===== src/rtl/sipo_rr_arbiter.sv =====
// Round-robin arbiter that time-shares one serial-to-parallel converter among
// NUM_REQ serial requesters. Define SIPO_ARB_FIXED_PRIO_EN for fixed priority.
module sipo_rr_arbiter #(
  parameter int NUM_REQ   = 4,
  parameter int FRAME_LEN = 4,
  parameter int ID_W      = $clog2(NUM_REQ)
) (
  input  logic                 clk,
  input  logic                 rst_n,
  input  logic [NUM_REQ-1:0]   req,
  input  logic [NUM_REQ-1:0]   s_data,
  output logic [NUM_REQ-1:0]   gnt,
  output logic                 sipo_in_valid,
  output logic                 sipo_s_in,
  input  logic                 sipo_out_valid,
  input  logic [FRAME_LEN-1:0] sipo_p_out,
  output logic                 out_valid,
  output logic [FRAME_LEN-1:0] out_data,
  output logic [ID_W-1:0]      out_id,
  output logic                 busy,
  output logic                 err,
  output logic [1:0]           dbg_state
);

  localparam int CNT_W = (FRAME_LEN > 1) ? $clog2(FRAME_LEN) : 1;

  typedef enum logic [1:0] {
    IDLE = 2'd0,
    XFER = 2'd1,
    WAIT = 2'd2
  } state_e;

  state_e               state_q, state_d;
  logic [NUM_REQ-1:0]   gnt_q, gnt_d;
  logic [ID_W-1:0]      sel_id_q, sel_id_d;
  logic [CNT_W-1:0]     bit_cnt_q, bit_cnt_d;
  logic                 out_valid_q, out_valid_d;
  logic [FRAME_LEN-1:0] out_data_q, out_data_d;
  logic [ID_W-1:0]      out_id_q, out_id_d;
  logic                 err_q, err_d;
  logic [ID_W-1:0]      win_id;

`ifdef SIPO_ARB_FIXED_PRIO_EN
  // Lowest set index wins; scanning downward leaves the lowest one last.
  always_comb begin
    win_id = '0;
    for (int i = NUM_REQ - 1; i >= 0; i--) begin
      if (req[i]) win_id = ID_W'(i);
    end
  end
`else
  logic [ID_W-1:0] ptr_q, ptr_d;
  logic            win_found;

  always_comb begin
    int idx;
    win_id    = '0;
    win_found = 1'b0;
    for (int i = 0; i < NUM_REQ; i++) begin
      idx = int'(ptr_q) + i;
      if (idx >= NUM_REQ) idx = idx - NUM_REQ;
      if (!win_found && req[idx]) begin
        win_id    = ID_W'(idx);
        win_found = 1'b1;
      end
    end
  end

  always_comb begin
    ptr_d = ptr_q;
    if (state_q == IDLE && |req) begin
      ptr_d = (win_id == ID_W'(NUM_REQ - 1)) ? '0 : win_id + 1'b1;
    end
  end

  always_ff @(posedge clk or negedge rst_n) begin
    if (!rst_n) ptr_q <= '0;
    else        ptr_q <= ptr_d;
  end
`endif

  // out_valid is a one-cycle strobe with no back-pressure: the consumer must
  // take out_data/out_id in the cycle out_valid is high (they hold afterwards).
  always_comb begin
    state_d     = state_q;
    gnt_d       = gnt_q;
    sel_id_d    = sel_id_q;
    bit_cnt_d   = bit_cnt_q;
    out_valid_d = 1'b0;
    out_data_d  = out_data_q;
    out_id_d    = out_id_q;
    err_d       = 1'b0;
    case (state_q)
      IDLE: begin
        if (|req) begin
          gnt_d     = {{(NUM_REQ-1){1'b0}}, 1'b1} << win_id;
          sel_id_d  = win_id;
          bit_cnt_d = '0;
          state_d   = XFER;
        end
      end
      XFER: begin
        bit_cnt_d = bit_cnt_q + 1'b1;
        if (bit_cnt_q == CNT_W'(FRAME_LEN - 1)) begin
          gnt_d     = '0;
          bit_cnt_d = '0;
          state_d   = WAIT;
        end
      end
      WAIT: begin
        if (sipo_out_valid) begin
          out_valid_d = 1'b1;
          out_data_d  = sipo_p_out;
          out_id_d    = sel_id_q;
        end else begin
          err_d = 1'b1;
        end
        state_d = IDLE;
      end
      default: state_d = IDLE;
    endcase
  end

  always_ff @(posedge clk or negedge rst_n) begin
    if (!rst_n) begin
      state_q     <= IDLE;
      gnt_q       <= '0;
      sel_id_q    <= '0;
      bit_cnt_q   <= '0;
      out_valid_q <= 1'b0;
      out_data_q  <= '0;
      out_id_q    <= '0;
      err_q       <= 1'b0;
    end else begin
      state_q     <= state_d;
      gnt_q       <= gnt_d;
      sel_id_q    <= sel_id_d;
      bit_cnt_q   <= bit_cnt_d;
      out_valid_q <= out_valid_d;
      out_data_q  <= out_data_d;
      out_id_q    <= out_id_d;
      err_q       <= err_d;
    end
  end

  // Bit is steered combinationally so it is consumed in the cycle its gnt is high.
  assign sipo_in_valid = (state_q == XFER);
  assign sipo_s_in     = (state_q == XFER) & s_data[sel_id_q];
  assign gnt           = gnt_q;
  assign out_valid     = out_valid_q;
  assign out_data      = out_data_q;
  assign out_id        = out_id_q;
  assign busy          = (state_q != IDLE);
  assign err           = err_q;
  assign dbg_state     = state_q;

endmodule


===== config.mk =====
export PLATFORM = sky130hd
export DESIGN_NAME = sipo_rr_arbiter
export DESIGN_NICKNAME = d
export VERILOG_FILES = /design/src/rtl/sipo_rr_arbiter.sv
export SDC_FILE = /design/constraint.sdc
export NUM_CORES = 1
export LEC_CHECK = 0
export ABC_AREA = 1
export BUFFER_PORTS_ARGS = -buffer_cell sky130_fd_sc_hd__buf_2
export CAP_MARGIN = 5
export CORE_UTILIZATION = 50
export DETAILED_ROUTE_END_ITERATION = 10
export GPL_TIMING_DRIVEN = 0
export PLACE_DENSITY = 0.76
export SLEW_MARGIN = 30
export SYNTH_ARGS = -nofsm -noshare
export SYNTH_HDL_FRONTEND = slang
export SYNTH_SLANG_ARGS = --single-unit

===== constraint.sdc =====
create_clock -name clk -period 2 [get_ports clk]
set_clock_uncertainty 0.2 [all_clocks]
set_input_delay 0.4 -clock clk [delete_from_list [all_inputs] [get_ports clk]]
set_output_delay 0.4 -clock clk [all_outputs]
set_load 0.02 [all_outputs]

==> reports/results.tsv <==
stage	metric	value	unit
critical_path	worstPathMaxFanout	7	
placed_design	dp_hpwl	1680	um
sta	fin_tns_setup	0	ns
die	core	2040	um^2
clock_network	numCtsBuffers	3	
routing	via_count	1037	
routing	ant_nets	0	
sta	grt_setup_unrepaired	true	
die	die_w	49.5	um
global_routing	first_global_vias	911	
critical_path	reg2reg_setup_slack	0.01	ns
routing	wl_per_cell	11.1	um
synthesis	seq_area_frac_synth	44.3	%
cells_and_area	syn_to_final_growth	29.7	%
job	maxCapViolations	0	
sta	max_slew.worst_pin.slew	0.477	ns
placed_design	port_buffers	31	
placed_design	placed_cell_area	1320	um^2
die	ios	32	
synthesis	synth_adder_area_share	5.54	%
routing	drt_iter0_drc	16	
routing	vias_per_cell	4.87	
cells_and_area	fillers	174	
synthesis	synth_area_per_cell	7.69	um^2
cells_and_area	nets	207	
worst_hold_path	worstHoldPathType	input port to flop	
critical_path	cp-end-kind	flop	
synthesis	synth_top_family_by_area	simple AND/OR/NAND/NOR gates	
synthesis	syn_area	1130	um^2
critical_path	arrival	1.98	ns
cells_and_area	layout-drive-gt1-share	39.2	%
synthesis	synth-compound-area-share	6.76	%
clock_network	cts_root_buffer	clkbuf_4	
cells_and_area	diodes	0	
synthesis	synth-seq-cells	20	
pwr	p_per_area	1810	nW/um^2
synthesis	synth_simple_gate_area_share	35.0	%
sta	setup_violations	0	
placed_design	routabilityCongestion	0.881	
synthesis	synth_nets	167	
cells_and_area	stdcell_area	1470	um^2
pwr	p_leak	0.818	nW
die	num_rows	16	
sta	fin_crit_sh	99.5	%
pwr	ir_worst_vdd	1.14	mV
clock_network	clockBufferDepth	2	
sta	finalHoldViolCount	0	
global_routing	grt_util_all_layers	19.4	%
critical_path	critPathKind	flop to flop	
clock_network	cts_tree	built	
die	die-area	2450	um^2
synthesis	syn_inst	147	
global_routing	antenna_found_initial	0	
global_routing	grt_overflow_total	0	
synthesis	yosysWarnings	0	
sta	fin_crit	1.99	ns
global_routing	grt_pass1_wl	3650	um
die	die_y	49.5	um
routing	drc	0	
sta	max-slew-margin-rel	67.9	%
critical_path	cp-start-kind	flop	
routing	routed_wl	2370	um
synthesis	synth_xor_area_share	0	%
clock_network	insertion_delay	0.30	ns
global_routing	grt_start_max_net_pins	21	
clock_network	clk_pin_slew	0.11	ns
sta	max_freq	503	MHz
die	start_util	55.3	%
clock_network	cts_max_level	1	
status	status	complete, no violations	
sta	drv_slew	0	
critical_path	required	1.99	ns
clock_network	clock_sinks	20	
synthesis	muxShareOfSynthArea	0	%
synthesis	synth_cell_type_count	22	
routing	dr.pass1.iters	4	
[metal layers]
metal	part of all wire (%)	wire, um	track usage, %
met1	45	1070	24.5
met4	0.55	13	4.76
met2	50	1180	33.3
met3	4.1	96	4.63
met5	0	0	0
[flip-flops by register name, indices dropped and copies added, names as in the netlist]
signal and count:
sel_id_q 2, err 1, bit_cnt_q 2, out_id 2, out_data 4, gnt 4
ptr_q 2, out_valid 1, dbg_state 2
[metrics by stage]
step	std cells	setup WS, ns	hold slack [ns]	total power [mW]	util (%)
detailed placement	205	-0.0229	0.171	2.12	64.8
CTS	210	0.00999	0.0443	2.37	67.3
global placement	205	-0.00825	0.157	2.07	64.8
finish	213	0.0109	0.0501	2.66	71.8
floorplan	147	0.0549	-0.0956	1.78	-
global route	213	-0.0971	0.0453	2.87	71.8
[Yosys cell counts (all sizes together)]
| library cell | count | area share [%] |
|---|---|---|
| a21oi | 1 | 0.44 |
| o31ai | 1 | 0.66 |
| nand2 | 63 | 24 |
| dfrtp | 20 | 44 |
| ha | 5 | 5.5 |
| nor2 | 12 | 4.9 |
| nand3 | 8 | 4.0 |
| clkinv | 1 | 0.33 |
| nand3b | 1 | 0.66 |
| inv | 20 | 7.1 |
| o21ai | 12 | 5.6 |
| nand4 | 2 | 1.7 |
| buf | 1 | 1.0 |
[worst paths after layout]
| kind | from | to | cells after the start |
|---|---|---|---|
| setup / recovery | ptr_q[0] | gnt[0] | 12 |
| hold reg to reg | out_data[0] | out_data[0] | 2 |
| setup reg to reg | ptr_q[0] | gnt[0] | 12 |
| max in group asynchronous | rst_n | ptr_q[1] | 2 |
| min in group asynchronous | rst_n | ptr_q[0] | 2 |
| hold / removal | sipo_out_valid | err | 2 |
[cell families after synthesis]
group	count (synthesis)
and+or+nand+nor	86
AOI/OAI and AO/OA	14
DFF	20
buffers and inverters	22
adders and majority gates	5
[report_power, final]
part	switching [mW]	internal, mW
registers	0.110	0.570
clock network	0.123	0.111
logic	1.11	0.635
[what timing repair did]
action | in CTS | in global routing
pin swaps | 0 | 8
setup buffers | 0 | 2
resized for setup | 1 | 26
cloned | 0 | 1
hold buffers | 1 | 0
endpoints found under the setup margin | 1 | 6
endpoints found under the hold margin | 20 | 0
[layout make-up]
cell class              instances  area (um^2)  share of cell area [%]
inverters                      21         86.3                    5.89
well taps                      27         33.8                    2.31
flip-flops and latches         20          502                    34.2
multi-input cells             105          604                    41.2
clock buffers                   4         36.3                    2.48
repair buffers                 35          191                    13.1
plain buffers                   1         11.3                   0.769
[critical path, cell delays in order (launching register included)]
cell and delay (ns):
dfrtp_1 0.42, buf_6 0.15, inv_8 0.08, nand2_2 0.06
nand2_1 0.06, nor2_1 0.05, nor2_2 0.21, nand4_4 0.15
nand2_4 0.13, inv_2 0.05, ha_1 0.19, nand2_1 0.06
o21ai_1 0.06
[cell usage in the layout, fill, tap and decap left out]
cell / n
nand2_1: 46
buf_2: 31
dfrtp_1: 19
inv_1: 14
nand2_2: 14
nor2_1: 9
o21ai_0: 7
inv_2: 5
nand3_1: 5
o21ai_1: 4
ha_1: 4
nand3_2: 3
nand2_4: 3
clkbuf_4: 3
buf_6: 2
nor2_2: 2
buf_4: 2
inv_8: 1
o21ai_4: 1
nor2_4: 1
nand4_4: 1
nand3b_1: 1
a21oi_2: 1
nand4_1: 1
clkinv_1: 1
o31ai_1: 1
ha_4: 1
clkbuf_8: 1
dlygate4sd3_1: 1
dfrtp_2: 1
(Power assumes the default switching activity.)
